**src/rtl/rom_rafaga_pkg.sv**
```systemverilog
// rom_rafaga_pkg: shared types and helpers for the burst-read ROM.
// Burst engine states, ROM content generator and parity helper.
package rom_rafaga_pkg;

    typedef enum logic [1:0] {
        INACTIVO = 2'd0,
        LEYENDO  = 2'd1,
        VACIANDO = 2'd2
    } estado_t;

    // ROM word i is 3*i + 0x11, truncated to 'ancho' bits (ancho <= 32).
    function automatic logic [31:0] contenido(input int unsigned i, input int unsigned ancho);
        logic [31:0] v;
        v = 32'(3 * i + 32'h11);
        if (ancho < 32) begin
            v = v & ((32'h1 << ancho) - 32'h1);
        end
        return v;
    endfunction

    // Even parity: XOR of all bits, so the word plus this bit has an even number of ones.
    function automatic logic paridad(input logic [31:0] w);
        return ^w;
    endfunction

endpackage

```
**src/rtl/rom_nucleo.sv**
```systemverilog
// rom_nucleo: synchronous ROM with read enable; the output register holds
// its value while rd_en is low, which gives the burst engine its hold behaviour.
// Optional ROM_PARIDAD_EN adds a registered parity bit next to the data.
module rom_nucleo
    import rom_rafaga_pkg::*;
#(
    parameter int ANCHO_DATOS = 8,
    parameter int ANCHO_DIR   = 8,
    parameter int PROFUNDIDAD = 256
) (
    input  logic                   clk,
    input  logic                   rst_n,
    input  logic                   rd_en,
    input  logic [ANCHO_DIR-1:0]   dir,
`ifdef ROM_PARIDAD_EN
    output logic                   paridad_q,
`endif
    output logic [ANCHO_DATOS-1:0] datos_q
);

    logic [ANCHO_DATOS-1:0] mem [PROFUNDIDAD];
    logic [ANCHO_DATOS-1:0] datos_d;

    for (genvar i = 0; i < PROFUNDIDAD; i++) begin : g_mem
        assign mem[i] = ANCHO_DATOS'(contenido(i, ANCHO_DATOS));
    end

    // Next data word: load on read, otherwise hold.
    always_comb begin
        datos_d = datos_q;
        if (rd_en) begin
            datos_d = mem[dir];
        end
    end

    // Data output register.
    always_ff @(posedge clk or negedge rst_n) begin
        if (!rst_n) begin
            datos_q <= '0;
        end else begin
            datos_q <= datos_d;
        end
    end

`ifdef ROM_PARIDAD_EN
    logic paridad_d;

    // Parity follows the same load/hold rule as the data word.
    always_comb begin
        paridad_d = paridad_q;
        if (rd_en) begin
            paridad_d = paridad(32'(mem[dir]));
        end
    end

    // Parity output register.
    always_ff @(posedge clk or negedge rst_n) begin
        if (!rst_n) begin
            paridad_q <= 1'b0;
        end else begin
            paridad_q <= paridad_d;
        end
    end
`endif

endmodule

```
**src/rtl/rom_rafaga.sv**
```systemverilog
// rom_rafaga: burst-read engine over rom_nucleo. A start pulse latches a base
// address and word count; words stream out on a valid/ready handshake with
// address wrap at PROFUNDIDAD-1 and a one-cycle fin after the last beat.
// Optional macro ROM_PARIDAD_EN adds the paridad_s output.
//
// state    | meaning
// INACTIVO | idle, waiting for inicio
// LEYENDO  | words remain to be fetched
// VACIANDO | last word fetched, waiting for its handshake
module rom_rafaga
    import rom_rafaga_pkg::*;
#(
    parameter int ANCHO_DATOS = 8,
    parameter int ANCHO_DIR   = 8,
    parameter int PROFUNDIDAD = 256
) (
    input  logic                   clk,
    input  logic                   rst_n,
    input  logic                   inicio,
    input  logic [ANCHO_DIR-1:0]   dir_base,
    input  logic [ANCHO_DIR-1:0]   longitud,
    output logic                   ocupado,
    output logic [ANCHO_DATOS-1:0] datos_s,
    output logic                   valido,
    input  logic                   listo,
`ifdef ROM_PARIDAD_EN
    output logic                   paridad_s,
`endif
    output logic                   fin
);

    localparam logic [ANCHO_DIR-1:0] DIR_ULT = ANCHO_DIR'(PROFUNDIDAD - 1);

    estado_t              estado_q, estado_d;
    logic [ANCHO_DIR-1:0] dir_q, dir_d;
    logic [ANCHO_DIR-1:0] restante_q, restante_d;
    logic                 valido_q, valido_d;
    logic                 fin_q, fin_d;
    logic                 avanza;
    logic                 rd_en;

    assign avanza = !valido_q || listo;

    // Next-state, counters and read enable.
    always_comb begin
        estado_d   = estado_q;
        dir_d      = dir_q;
        restante_d = restante_q;
        valido_d   = valido_q;
        fin_d      = 1'b0;
        rd_en      = 1'b0;
        case (estado_q)
            INACTIVO: begin
                if (inicio) begin
                    // Out-of-range base addresses start from word 0.
                    dir_d      = (32'(dir_base) >= PROFUNDIDAD) ? '0 : dir_base;
                    restante_d = longitud;
                    if (longitud == '0) begin
                        fin_d = 1'b1;
                    end else begin
                        estado_d = LEYENDO;
                    end
                end
            end
            LEYENDO: begin
                if (avanza) begin
                    rd_en      = 1'b1;
                    valido_d   = 1'b1;
                    dir_d      = (dir_q == DIR_ULT) ? '0 : dir_q + 1'b1;
                    restante_d = restante_q - 1'b1;
                    if (restante_q == ANCHO_DIR'(1)) begin
                        estado_d = VACIANDO;
                    end
                end
            end
            VACIANDO: begin
                if (valido_q && listo) begin
                    valido_d = 1'b0;
                    fin_d    = 1'b1;
                    estado_d = INACTIVO;
                end
            end
            default: begin
                estado_d = INACTIVO;
                valido_d = 1'b0;
            end
        endcase
    end

    // State and counter registers.
    always_ff @(posedge clk or negedge rst_n) begin
        if (!rst_n) begin
            estado_q   <= INACTIVO;
            dir_q      <= '0;
            restante_q <= '0;
            valido_q   <= 1'b0;
            fin_q      <= 1'b0;
        end else begin
            estado_q   <= estado_d;
            dir_q      <= dir_d;
            restante_q <= restante_d;
            valido_q   <= valido_d;
            fin_q      <= fin_d;
        end
    end

    rom_nucleo #(
        .ANCHO_DATOS (ANCHO_DATOS),
        .ANCHO_DIR   (ANCHO_DIR),
        .PROFUNDIDAD (PROFUNDIDAD)
    ) u_nucleo (
        .clk       (clk),
        .rst_n     (rst_n),
        .rd_en     (rd_en),
        .dir       (dir_q),
`ifdef ROM_PARIDAD_EN
        .paridad_q (paridad_s),
`endif
        .datos_q   (datos_s)
    );

    assign ocupado = (estado_q != INACTIVO);
    assign valido  = valido_q;
    assign fin     = fin_q;

endmodule

```
**config.mk**
```make
export PLATFORM = sky130hd
export DESIGN_NAME = rom_rafaga
export DESIGN_NICKNAME = d
export VERILOG_FILES = /design/src/rtl/rom_rafaga_pkg.sv /design/src/rtl/rom_nucleo.sv /design/src/rtl/rom_rafaga.sv
export SDC_FILE = /design/constraint.sdc
export NUM_CORES = 1
export LEC_CHECK = 0
export ABC_AREA = 1
export ABC_CLOCK_PERIOD_IN_PS = 1360
export CORE_ASPECT_RATIO = 0.6
export CORE_MARGIN = 3
export CORE_UTILIZATION = 49
export DETAILED_ROUTE_END_ITERATION = 8
export GPL_ROUTABILITY_DRIVEN = 1
export PLACE_DENSITY_LB_ADDON = 0.05
export SLEW_MARGIN = 20
export SYNTH_ARGS = -nofsm -noshare
export SYNTH_HDL_FRONTEND = slang
export SYNTH_SLANG_ARGS = --single-unit
```
**constraint.sdc**
```tcl
create_clock -name clk -period 1.36 [get_ports clk]
set_input_delay 0.204 -clock clk [delete_from_list [all_inputs] [get_ports clk]]
set_output_delay 0.204 -clock clk [all_outputs]
set_load 0.03 [all_outputs]
```
==> run summary, run 1 <==
The final hold slack is 0.254 ns. The leakage power summed over all cells came out at 1.59 nW. The distinct cell type count after synthesis came out at 31. On the worst path, the slowest cell contributes a delay of a little over 0.5 ns. The initial antenna violation count came out at 0.

The count of H-tree levels built during CTS is 1. The minimum clock period after layout came out at 1.47 ns. The largest buffer count on any clock path came out at 2.

The number of nets produced by synthesis came out at about 340. The number of warnings issued by yosys is 0. Clock tree synthesis found a total of 28 sinks.

The floorplan step set the die width to between 90 and 100 um. For this run, the top clock speed supported by timing is 679 MHz. The final reports fail on setup timing.

The detailed-placement wirelength estimate came out at 4.34 mm. The number of buffers and inverters on the critical path is 2. The starting utilization of the core area came out at 0.541. The cell family contributing the most delay on the critical path is flip-flops.

The site row count came out at 17. The area of the core region is 3890 sq um. The worst min-delay path category is input pin to async pin. The via density per instance came out at 5.46. The worst setup path is of the flop to flop kind. The number of global-route vias before repair came out at between 2,000 and 2,500. The required time at the worst-slack endpoint is 1.56 ns. Routability-driven placement finished with a final weighted congestion of 0.954. The insertion delay to the later sink of the worst-skew pair came out at about 0.29 ns. Setup repair after global routing could not meet its margin everywhere. Across every metal layer, demand over resource in global routing totals 0.238.

The startpoint identified for the worst register-to-register timing path is estado_q[1]. The total power per unit cell area came out at 2830 nW/um^2. The number of standard cells after synthesis is 308.

The share of post-route cells with drive strength above 1 is 0.390. The wire length after detailed routing came out at between 7 and 8 mm. The endpoint identified for the worst register-to-register timing path is u_nucleo.datos_q[5]. The overflow left after global routing is 0. The repair_antennas step left the layout with diodes totalling 0. The synthesis-stage register bit count came out at 28. The final layout contains 411 nets.

The CTS buffer count is 3. The average cell area after synthesis is 6.83 sq um. The flow ran to the end, but the final reports show violations. Measured along the y axis, the die boundary spans 56.8 um. The first-pass iteration count of the detailed router is 5. The post-synthesis to final-layout area growth is 54.7%. The antenna violation net count after detailed routing came out at 0. In the finished design, the share of the clock period the worst path needs comes to 1.08. The maximum number of pins on one net before global-route repair is 29. In this run the worst path has a maximum fanout of 5. The cell with the largest stage delay on the worst path is sky130_fd_sc_hd__dfrtp_2. In the final routed layout, each cell accounts on average for between 15 and 20 um.

The count of final hold-check violations is 0. The number of I/O pins is 31. For the pin with the worst max-slew slack, the measured transition is between 0.3 and 0.4 ns.

The mapped netlist covers approximately 2100 sq um. The critical path depth came out at 6. The startpoint type of the worst setup path is a flop.

IR analysis of the VDD net gives a maximum drop of 1680 uV. The final setup slack of the worst path is -0.112 ns. The normalized max-slew margin is 0.774. The final max-slew violation count came out at 0.

The root buffer cell chosen for the clock tree is sky130_fd_sc_hd__clkbuf_8. The count of endpoints failing setup in the final report came out at 23. For the worst setup path, the data arrival time is 1.67 ns. The worst setup path is captured at a flop. The critical path goes through nor2_8 -> inv_4 -> a21oi_4 -> buf_4 -> nand2_1 -> o22a_1. The area enclosed by the die boundary is 5140 sq um.

Summed over all failing endpoints, the final setup total negative slack is -1.22 ns. The register-to-register path setup slack came out at -0.11 ns. The reported max-cap violation count is 0. In this run the tool buffered the top-level ports with 30 buffer cells.

TritonCTS built the clock tree. After clock tree synthesis, the clock-pin slew on the worst setup and hold paths is 0.12 ns. The first-pass GRT wire length came out at 9.83 mm. Counting cells, the worst reg-to-reg path comes to 6. Of the synthesized area, sequential elements account for 0.333. The count of unresolved DRC violations after routing came out at 0. The number of violations reported at the end of detailed-routing iteration 0 is 247.

The routed layout has about 2,400 vias. Between clock sinks in the finished design, the worst skew comes to around 0.015 ns.
timing repair:
item | CTS | global route
endpoints found under the setup margin | 31 | 26
hold buffers | 0 | 0
gates cloned | 0 | 2
pin swaps | 5 | 25
gates resized for setup | 32 | 100
buffers inserted | 3 | 10
hold endpoints to repair | 0 | 0
cells by family after synthesis:
kind of cell	Yosys count	synth area share
adder cells (fa/ha/maj)	8	0.0476
AND/OR/NAND/NOR	180	0.374
XOR/XNOR	2	0.00832
AO/OA/AOI/OAI	40	0.122
flip-flops	28	0.333
buffers and inverters	50	0.115
routing by layer:
layer / up-vias / share of wire / global-route usage
met1: 1148 / 0.45 / 0.367
met4: 0 / 0.0024 / 0.0327
met3: 2 / 0.090 / 0.0535
met5: - / 0 / 0
li1: 1122 / - / -
met2: 126 / 0.46 / 0.341
layout by cell type, fill, tap and decap left out, types with 10 or more instances in the layout:
cell type and n:
sky130_fd_sc_hd__buf_4 34, sky130_fd_sc_hd__nand2_4 10, sky130_fd_sc_hd__inv_1 24, sky130_fd_sc_hd__nor2_1 23, sky130_fd_sc_hd__buf_6 14, sky130_fd_sc_hd__dfrtp_1 23
sky130_fd_sc_hd__o21ai_1 10, sky130_fd_sc_hd__nand2_2 19, sky130_fd_sc_hd__nand2_1 74, sky130_fd_sc_hd__clkdlybuf4s50_1 19, sky130_fd_sc_hd__nand3_1 26
where the power goes:
| part | internal (W) | switching, W |
|---|---|---|
| clock network | 0.000396 | 0.000307 |
| registers | 0.00127 | 0.000427 |
| logic | 0.00289 | 0.00393 |
| total | 0.00455 | 0.00466 |
flip-flops by register name (all words and copies together), names as in the netlist:
register and cells:
valido 1, dir_q 8, fin 1, restante_q 8
u_nucleo.datos_q 8, estado_q 2
final cells by class:
class / instances / area, sq um
inverter: 39 / 180
multi-input combinational: 230 / 1460
tap: 57 / 71.3
clock inverter: 1 / 30.0
timing repair inverter: 1 / 6.26
sequential: 28 / 707
timing repair buffer: 80 / 762
fill: 237 / 637
clock buffer: 3 / 41.3
through the flow:
| step | total power, W | instances | worst slack, ns | instance area, sq um | utilization |
|---|---|---|---|---|---|
| floorplan | 0.00494 | 308 | 0.00148 | 2130 | - |
| global placement | 0.00653 | 421 | -0.102 | 2710 | 0.696 |
| detailed placement | 0.00663 | 421 | -0.144 | 2710 | 0.696 |
| CTS | 0.00753 | 428 | -0.0542 | 2870 | 0.736 |
| global route | 0.00986 | 439 | -0.192 | 3260 | 0.836 |
| finish | 0.00921 | 439 | -0.112 | 3260 | 0.836 |
synth_stat cells:
cell type	n	area share
sky130_fd_sc_hd__a21boi_0	1	0.0036
sky130_fd_sc_hd__a21oi_1	8	0.019
sky130_fd_sc_hd__a21oi_2	1	0.0042
sky130_fd_sc_hd__a21oi_4	1	0.0077
sky130_fd_sc_hd__a31oi_1	1	0.0030
sky130_fd_sc_hd__and2_1	1	0.0030
sky130_fd_sc_hd__buf_12	1	0.0095
sky130_fd_sc_hd__buf_2	6	0.014
sky130_fd_sc_hd__buf_6	3	0.016
sky130_fd_sc_hd__clkbuf_1	1	0.0018
sky130_fd_sc_hd__dfrtp_1	28	0.33
sky130_fd_sc_hd__ha_1	8	0.048
sky130_fd_sc_hd__inv_1	34	0.061
sky130_fd_sc_hd__inv_2	2	0.0036
sky130_fd_sc_hd__inv_4	3	0.0089
sky130_fd_sc_hd__nand2_1	102	0.18
sky130_fd_sc_hd__nand2_2	1	0.0030
sky130_fd_sc_hd__nand3_1	32	0.076
sky130_fd_sc_hd__nand3_4	2	0.017
sky130_fd_sc_hd__nand3b_1	1	0.0036
sky130_fd_sc_hd__nand3b_4	1	0.0095
sky130_fd_sc_hd__nand4_1	1	0.0030
sky130_fd_sc_hd__nor2_1	38	0.068
sky130_fd_sc_hd__nor2_8	1	0.0095
sky130_fd_sc_hd__o211ai_4	1	0.010
sky130_fd_sc_hd__o21ai_0	18	0.043
sky130_fd_sc_hd__o21ai_1	3	0.0071
sky130_fd_sc_hd__o21ai_2	5	0.021
sky130_fd_sc_hd__o22a_1	1	0.0042
sky130_fd_sc_hd__xnor2_1	1	0.0042
sky130_fd_sc_hd__xor2_1	1	0.0042
worst max path at each step:
stage                            from  slack, ns             endpoint
after global placement       dir_q[1]      -0.10  u_nucleo.datos_q[7]
after detailed placement     dir_q[1]      -0.14  u_nucleo.datos_q[5]
final                     estado_q[1]      -0.11  u_nucleo.datos_q[5]
after floorplan              dir_q[0]      0.001  u_nucleo.datos_q[7]
after CTS                    dir_q[0]      -0.05  u_nucleo.datos_q[7]
after global routing      estado_q[1]      -0.19  u_nucleo.datos_q[5]
No activity file was read; power rests on OpenSTA's default activity.
==> run 2: changes to the inputs <==
--- a/config.mk
+++ b/config.mk
@@ -8,8 +8,9 @@
 export ABC_AREA = 1
 export ABC_CLOCK_PERIOD_IN_PS = 1360
 export CORE_ASPECT_RATIO = 0.6
-export CORE_MARGIN = 3
 export CORE_UTILIZATION = 49
+export CTS_CLUSTER_DIAMETER = 50
+export CTS_CLUSTER_SIZE = 28
 export DETAILED_ROUTE_END_ITERATION = 8
 export GPL_ROUTABILITY_DRIVEN = 1
 export PLACE_DENSITY_LB_ADDON = 0.05
==> run 2 against run 1 <==
  * The flow still finishes with violations (setup timing)
  * Sequential cell count unchanged
  * Global-route usage increased by 3.3 points
  * Design area decreased by 1.5%
  * Sequential share of layout area increased by 0.28 points
  * Final cell count increased by 0.91%
  * Register-to-register slack about the same
  * Critical path depth increased by 2
  * Largest cell class unchanged
  * Highest routed layer unchanged
==> run summary, run 2 (synthesis gave the netlist of run 1 again) <==
STA classifies the critical path startpoint as a flop. The starting utilization of the core area is 0.511 (-0.0300). The maximum achievable frequency was 683 MHz (+0.55%). The arrival time at the worst endpoint is 1.65 ns (-0.02 ns). The count of unresolved DRC violations after routing came out at 0 (unchanged). The largest fanout on the critical path is 4 (-1). The number of violations reported at the end of detailed-routing iteration 0 came out at 366 (+48%). The reported max-cap violation count came out at 0 (unchanged).

The fill cell total of the finished layout came out at 296 (+25%). The leakage power summed over all cells is 1.59 nW (about the same). The initial antenna violation count came out at 0 (unchanged).

The final max-slew violation count came out at 0 (unchanged). The antenna violation net count after detailed routing is 0 (unchanged). The quantity of I/O buffers inserted on ports is 30 (unchanged).

The multi-input logic area came out at 1420 sq um (-2.5%). The via density per instance came out at 5.24 (-4.0%). The count of H-tree levels built during CTS came out at 1 (unchanged). The insertion delay to the later sink of the worst-skew pair is 0.29 ns (about the same). The wire length per cell after detailed routing came out at 14.4 um (-12%). The share of post-route cells with drive strength above 1 came to 0.352 (-0.0376). The minimum clock period after layout is 1.46 ns (-0.00808 ns). The first-pass GRT wire length was 9.27 mm (-5.6%). The maximum number of pins on one net before global-route repair is 29 (unchanged). The total routing resource utilization after global routing was 0.271 (+0.0334). The first-pass iteration count of the detailed router is 5 (unchanged). The largest buffer count on any clock path is 2 (unchanged).

The count of final hold-check violations was 0 (unchanged). The final reports fail on setup timing. The worst setup path is captured at a flop.

The total vias in the final route came to 2,322 (-3.2%). The area enclosed by the die boundary came to 4570 sq um (-11%). In this run the clock root is driven by a sky130_fd_sc_hd__clkbuf_8. The setup path with the least slack is of type flop to flop. The period utilization is 1.08 (-0.00594). The largest voltage drop on the vdd net is 1550 uV (-8.1%). The slew at the pin closest to its max-slew limit was 0.320 ns (-0.0168 ns). The number of global-route vias before repair is 1,922 (-5.6%). In the layout the commonest cells are 84 x sky130_fd_sc_hd__nand2_1, 34 x sky130_fd_sc_hd__buf_4, 26 x sky130_fd_sc_hd__nor2_1.

The area of the core region is 4120 sq um (+5.9%). The final setup slack of the worst path came out at -0.104 ns (+0.00808 ns). Setup repair after global routing could not meet its margin everywhere. The wire length after detailed routing came to 6.38 mm (-11%).

The count of antenna diodes in the layout is 0 (unchanged). The clock-pin transition on the worst setup and hold timing paths came out at 0.11 ns (about the same). The number of I/O pins came out at 31 (unchanged). The final standard cell count with taps included and fillers excluded is 443 (+0.91%). The total power consumption of the routed design is 0.00881 W (-4.4%). In the final layout, the registers with the most flip-flops are dir_q (8), restante_q (8), u_nucleo.datos_q (8). The site row count is 18 (+1).

TritonCTS built the clock tree. The total instance count after detailed placement is 422 (+0.24%). The normalized max-slew margin is 0.787 (+0.0127). The global placement routability congestion is 0.952 (-0.27%). The die boundary width is 86.6 um (-4.4%). The sequential standard cell area is 706 sq um (-0.18%). The final layout net count is 412 (+0.24%). The worst hold path belongs to the class input pin to async pin. The overflow left after global routing came out at 0 (unchanged). The detailed-placement wirelength estimate came out at 4.19 mm (-3.6%). The die span in y came out at 52.8 um (-7.0%). The largest clock skew in the final design is 0.00769 ns (-0.00736 ns). The required time at the worst-slack endpoint was 1.55 ns (about the same). The final standard cell utilization of the core is 0.778 (-0.0580). The total power per unit cell area came to 2750 nW/um^2 (-3.0%). The library cell used most frequently in the layout, excluding fill and tap cells, is sky130_fd_sc_hd__nand2_1. The post-placement setup slack was -0.167 ns (-0.0233 ns).

The run finished, with violations left. From synthesis to final layout, the design area changed by 52.4%. The CTS buffer count is 3 (unchanged).

The post-route cell area came out at 3210 sq um (-1.5%). The cell area after placement came out at 2700 sq um (-0.42%). The count of endpoints failing setup in the final report is 15 (-35%).

The clock sink count is 28 (unchanged).
[run 2: changes by cell type in the layout (fill, tap and decap cells not counted), moves of 2 or more]
cell / previous run / this run
sky130_fd_sc_hd__nand2_4: 10 / 8
sky130_fd_sc_hd__nand3_2: 6 / 11
sky130_fd_sc_hd__nand3_1: 26 / 22
sky130_fd_sc_hd__inv_4: 6 / 4
sky130_fd_sc_hd__o21ai_2: 7 / 5
sky130_fd_sc_hd__nand2_2: 19 / 11
sky130_fd_sc_hd__nand2_1: 74 / 84
sky130_fd_sc_hd__nor2_4: 6 / 4
sky130_fd_sc_hd__nor2_1: 23 / 26
[run 2: worst max-delay path, stage by stage, from the launching register on]
cell and delay, ns:
sky130_fd_sc_hd__dfrtp_2 0.47, sky130_fd_sc_hd__buf_6 0.14, sky130_fd_sc_hd__ha_1 0.19, sky130_fd_sc_hd__nor2_2 0.14, sky130_fd_sc_hd__nand3_1 0.11, sky130_fd_sc_hd__nand3_1 0.11, sky130_fd_sc_hd__nand3_1 0.08, sky130_fd_sc_hd__nand2_1 0.07
sky130_fd_sc_hd__nand2_1 0.05
[run 2: final timing paths]
kind                                      from                   to  slack [ns]  cells after the start
max in group asynchronous                rst_n             dir_q[1]        0.90                      2
max reg2reg                           dir_q[1]  u_nucleo.datos_q[0]       -0.10                      8
min in group clk           u_nucleo.datos_q[6]  u_nucleo.datos_q[6]        0.49                      2
max                                   dir_q[1]  u_nucleo.datos_q[0]       -0.10                      8
min                                      rst_n          estado_q[1]        0.26                      2
min reg2reg                u_nucleo.datos_q[6]  u_nucleo.datos_q[6]        0.49                      2
[run 2: what timing repair did]
item,CTS,global route
hold buffers,0,0
cloned,0,3
setup buffers,4,10
endpoints found under the setup margin,31,23
resized for setup,38,76
pin swaps,10,21
[run 2: stage by stage]
step	setup TNS [ns]	hold slack (ns)
floorplan	0	-0.0916
global placement	-2.01	0.455
detailed placement	-2.67	0.459
CTS	-0.161	0.277
global route	-2.01	0.272
finish	-0.401	0.262
[run 2: area by class of cell]
type / count / share of cell area
Timing Repair Buffer: 79 / 0.230
Clock buffer: 3 / 0.0129
Multi-Input combinational cell: 231 / 0.443
Inverter: 39 / 0.0577
Clock inverter: 1 / 0.00936
Sequential cell: 28 / 0.220
Timing Repair inverter: 2 / 0.00390
Tap cell: 60 / 0.0234
[run 2: layer usage]
metal  track usage  up-vias  routed length, um
met4        0.0556        0                 62
met3        0.0661       14                628
met1         0.411     1058               3060
li1              -     1128                  -
met5             0        -                  0
met2         0.384      122               2630
[run 2: where the power goes]
| group | internal [W] | switching [W] | leakage, nW | total [W] |
|---|---|---|---|---|
| combinational | 0.00275 | 0.00366 | 1.23 | 0.00641 |
| sequential | 0.00126 | 0.000436 | 0.329 | 0.00170 |
| clock | 0.000395 | 0.000305 | 0.0357 | 0.000701 |
| total | 0.00441 | 0.00440 | 1.59 | 0.00881 |
==> run 3: changes to the inputs <==
--- a/config.mk
+++ b/config.mk
@@ -7,11 +7,13 @@
 export LEC_CHECK = 0
 export ABC_AREA = 1
 export ABC_CLOCK_PERIOD_IN_PS = 1360
+export CAP_MARGIN = 20
 export CORE_ASPECT_RATIO = 0.6
-export CORE_UTILIZATION = 49
+export CORE_UTILIZATION = 52
 export CTS_CLUSTER_DIAMETER = 50
 export CTS_CLUSTER_SIZE = 28
 export DETAILED_ROUTE_END_ITERATION = 8
+export DONT_BUFFER_PORTS = 1
 export GPL_ROUTABILITY_DRIVEN = 1
 export PLACE_DENSITY_LB_ADDON = 0.05
 export SLEW_MARGIN = 20
==> run 3 against run 2 <==
  * The run ends with DRC, setup timing left
  * Final cell count fell by 9.5%
  * Global-route usage is 1.3 points higher
  * Clock skew is 0.0056 ns higher
  * Power shrank 4.1%
  * Combinational power fell by 7.3%
  * Wire length fell by 2.1%
  * Sequential cell count unchanged
  * Sequential share of layout area rose by 2.2 points
  * Critical path type unchanged
==> run summary, run 3 (synthesis gave the netlist of run 1 again) <==
The run finished, with violations left. The final reports fail on DRC, setup timing. The antenna violation net count after detailed routing was 0 (unchanged).

The quantity of I/O buffers inserted on ports is 0 (-100%). The required time at the worst-slack endpoint came to 1.56 ns (about the same). The insertion delay to the later sink of the worst-skew pair is 0.29 ns (about the same). The count of endpoints failing setup in the final report is 25 (+10). In this run the critical register-to-register path is launched from estado_q[0].

The TritonCTS clock tree is built. The cell with the largest stage delay on the worst path is sky130_fd_sc_hd__dfrtp_1. The count of final hold-check violations is 0 (unchanged). The initial antenna violation count came to 0 (unchanged). The final hold slack was 0.0288 ns (-0.233 ns).

Leaving out fill and tap cells, the most frequent cells in the layout are 77 x sky130_fd_sc_hd__nand2_1, 36 x sky130_fd_sc_hd__buf_4, 28 x sky130_fd_sc_hd__inv_1. The count of antenna diodes in the layout was 0 (unchanged). The number of violations reported at the end of detailed-routing iteration 0 is 160 (-56%). The final max-slew violation count came out at 0 (unchanged). STA classifies the critical path startpoint as a flop. The site row count is 17 (-1). Setup repair after global routing could not meet its margin everywhere. The count of unresolved DRC violations after routing is 7 (+7). The normalized max-slew margin is 0.794 (+0.00733). The final layout net count is 384 (-6.8%). The worst register-to-register path ends at dir_q[6]. The die span in y came to 51.3 um (-2.8%). The starting utilization of the core area came out at 0.559 (+0.0484).

The share of post-route cells with drive strength above 1 is 0.395 (+0.0430). The reported max-cap violation count is 0 (unchanged). The area of the core region came out at 3760 sq um (-8.7%). The post-placement setup slack came to -0.249 ns (-0.0822 ns). The detailed-placement wirelength estimate came to 4.16 mm (-0.72%). The area enclosed by the die boundary is 4310 sq um (-5.6%). Counting instances, the worst hold path has a depth of 2.

The total power consumption of the routed design came out at 0.00845 W (-4.1%). The CTS buffer count came out at 3 (unchanged). The largest voltage drop on the vdd net is 1410 uV (-9.0%). The overflow left after global routing is 0 (unchanged). The first-pass GRT wire length is 9.32 mm (+0.45%).

The wire length per cell after detailed routing is 15.6 um (+8.1%). The total buffers and inverters traversed by the critical path came out at 3 (+2). The total power per unit cell area is 2890 nW/um^2 (+5.4%). The number of global-route vias before repair came to 1,967 (+2.3%).

The slew at the pin closest to its max-slew limit was 0.309 ns (-0.0110 ns). The final setup slack of the worst path is -0.120 ns (-0.0155 ns). The startpoint identified for the worst hold timing path is inicio. The kind of critical path is flop to flop. The largest buffer count on any clock path is 2 (unchanged). The largest fanout on the critical path came out at 5 (+1). In this design, the largest share of critical-path delay is due to simple AND/OR/NAND/NOR gates.

The count of H-tree levels built during CTS came out at 1 (unchanged). The logic depth of the worst register-to-register path came out at 8 (unchanged). The maximum number of pins on one net before global-route repair is 29 (unchanged). The via density per instance came to 5.44 (+3.8%). The period utilization came out at 1.09 (+0.0114).

The critical path goes through inv_4 -> buf_12 -> nor2_8 -> nand3_4 -> nand3_4 -> buf_4 -> o21ai_0 -> and2_1. The minimum clock period after layout is 1.48 ns (+0.0155 ns). The final standard cell utilization of the core is 0.775 (-0.00338). The end point of the worst hold path is fin. The maximum achievable frequency was 676 MHz (-1.0%).

The clock sink count came out at 28 (unchanged). The global placement routability congestion is 0.880 (-7.5%). The largest registers in the layout are dir_q (8), restante_q (8), u_nucleo.datos_q (8). The clock-pin transition on the worst setup and hold timing paths came out at 0.11 ns (about the same). The register-to-register path setup slack was -0.12 ns (-0.02 ns).

STA classifies the critical path endpoint as a flop. The leakage power summed over all cells is 1.45 nW (-9.1%). The root buffer cell is sky130_fd_sc_hd__clkbuf_8. The total vias in the final route is 2,182 (-6.0%).

The total routing resource utilization after global routing is 0.284 (+0.0126). The most numerous cell type found on the critical path is sky130_fd_sc_hd__nand3_4. The most common library cell in the layout ignoring fill and taps is sky130_fd_sc_hd__nand2_1. The largest stage delay on the critical path came out at 0.42 ns (-0.05 ns). The wire length after detailed routing was 6.24 mm (-2.1%). The number of I/O pins is 31 (unchanged). The post-synthesis to final-layout area growth is 38.6%.

In this run the worst hold path is classified as input pin to flop. The largest clock skew in the final design came to 0.0133 ns (+0.00558 ns). The die boundary width was 84.1 um (-2.9%).

The first-pass iteration count of the detailed router came to 7 (+2). The arrival time at the worst endpoint came out at 1.68 ns (+0.03 ns).
-- run 3: layout make-up --
class                      instances  area, sq um
timing repair inverter             1         11.3
timing repair buffer              53          490
multi-input combinational        230         1440
sequential                        28          707
clock buffer                       3         41.3
tap                               47         58.8
inverter                          39          174
fill                             275          847
-- run 3: through the flow --
stage               cell area [sq um]  instances  TNS (ns)
detailed placement               2420        385     -1.73
CTS                              2580        392    -0.349
global route                     2920        401     -2.86
global placement                 2420        385     -1.02
floorplan                        2130        308         0
finish                           2920        401     -1.42
-- run 3: worst register-to-register path: cells and delay by family (launching register included) --
family / cells / cell delay (ns)
AO/OA/AOI/OAI: 1 / 0.08
flip-flops: 1 / 0.42
buffers and inverters: 3 / 0.34
AND/OR/NAND/NOR: 4 / 0.53
-- run 3: worst max-delay path by stage --
stage	start	endpoint	slack, ns	cells past startpoint
2_1_floorplan	dir_q[0]	u_nucleo.datos_q[7]	0.001	12
6_report	estado_q[0]	dir_q[6]	-0.12	8
5_1_grt	estado_q[0]	dir_q[2]	-0.18	9
3_3_place_gp	dir_q[1]	dir_q[1]	-0.18	10
3_5_place_dp	dir_q[1]	dir_q[1]	-0.25	10
4_1_cts	dir_q[1]	u_nucleo.datos_q[7]	-0.05	12
-- run 3: report_power, final --
part	leakage (nW)	internal (W)	switching [W]
Combinational	1.10	0.00261	0.00333
Clock	0.0216	0.000201	0.000287
Sequential	0.328	0.00127	0.000756
-- run 3: per-layer routing --
layer  part of all wire  track usage  wire [um]  up-vias
met5                  0            0          0        -
met4              0.011       0.0747         68        0
met3              0.068       0.0533        423       11
met2               0.44        0.419       2780       94
met1               0.48        0.423       2970     1011
li1                   -            -          -     1066
-- run 3: what timing repair did --
| item | in CTS | in global routing |
|---|---|---|
| hold buffers | 2 | 0 |
| hold endpoints to repair | 28 | 0 |
| buffers inserted | 2 | 8 |
| cloned | 0 | 1 |
| setup endpoints to repair | 19 | 28 |
| resized for setup | 24 | 86 |
| pin swaps | 2 | 20 |
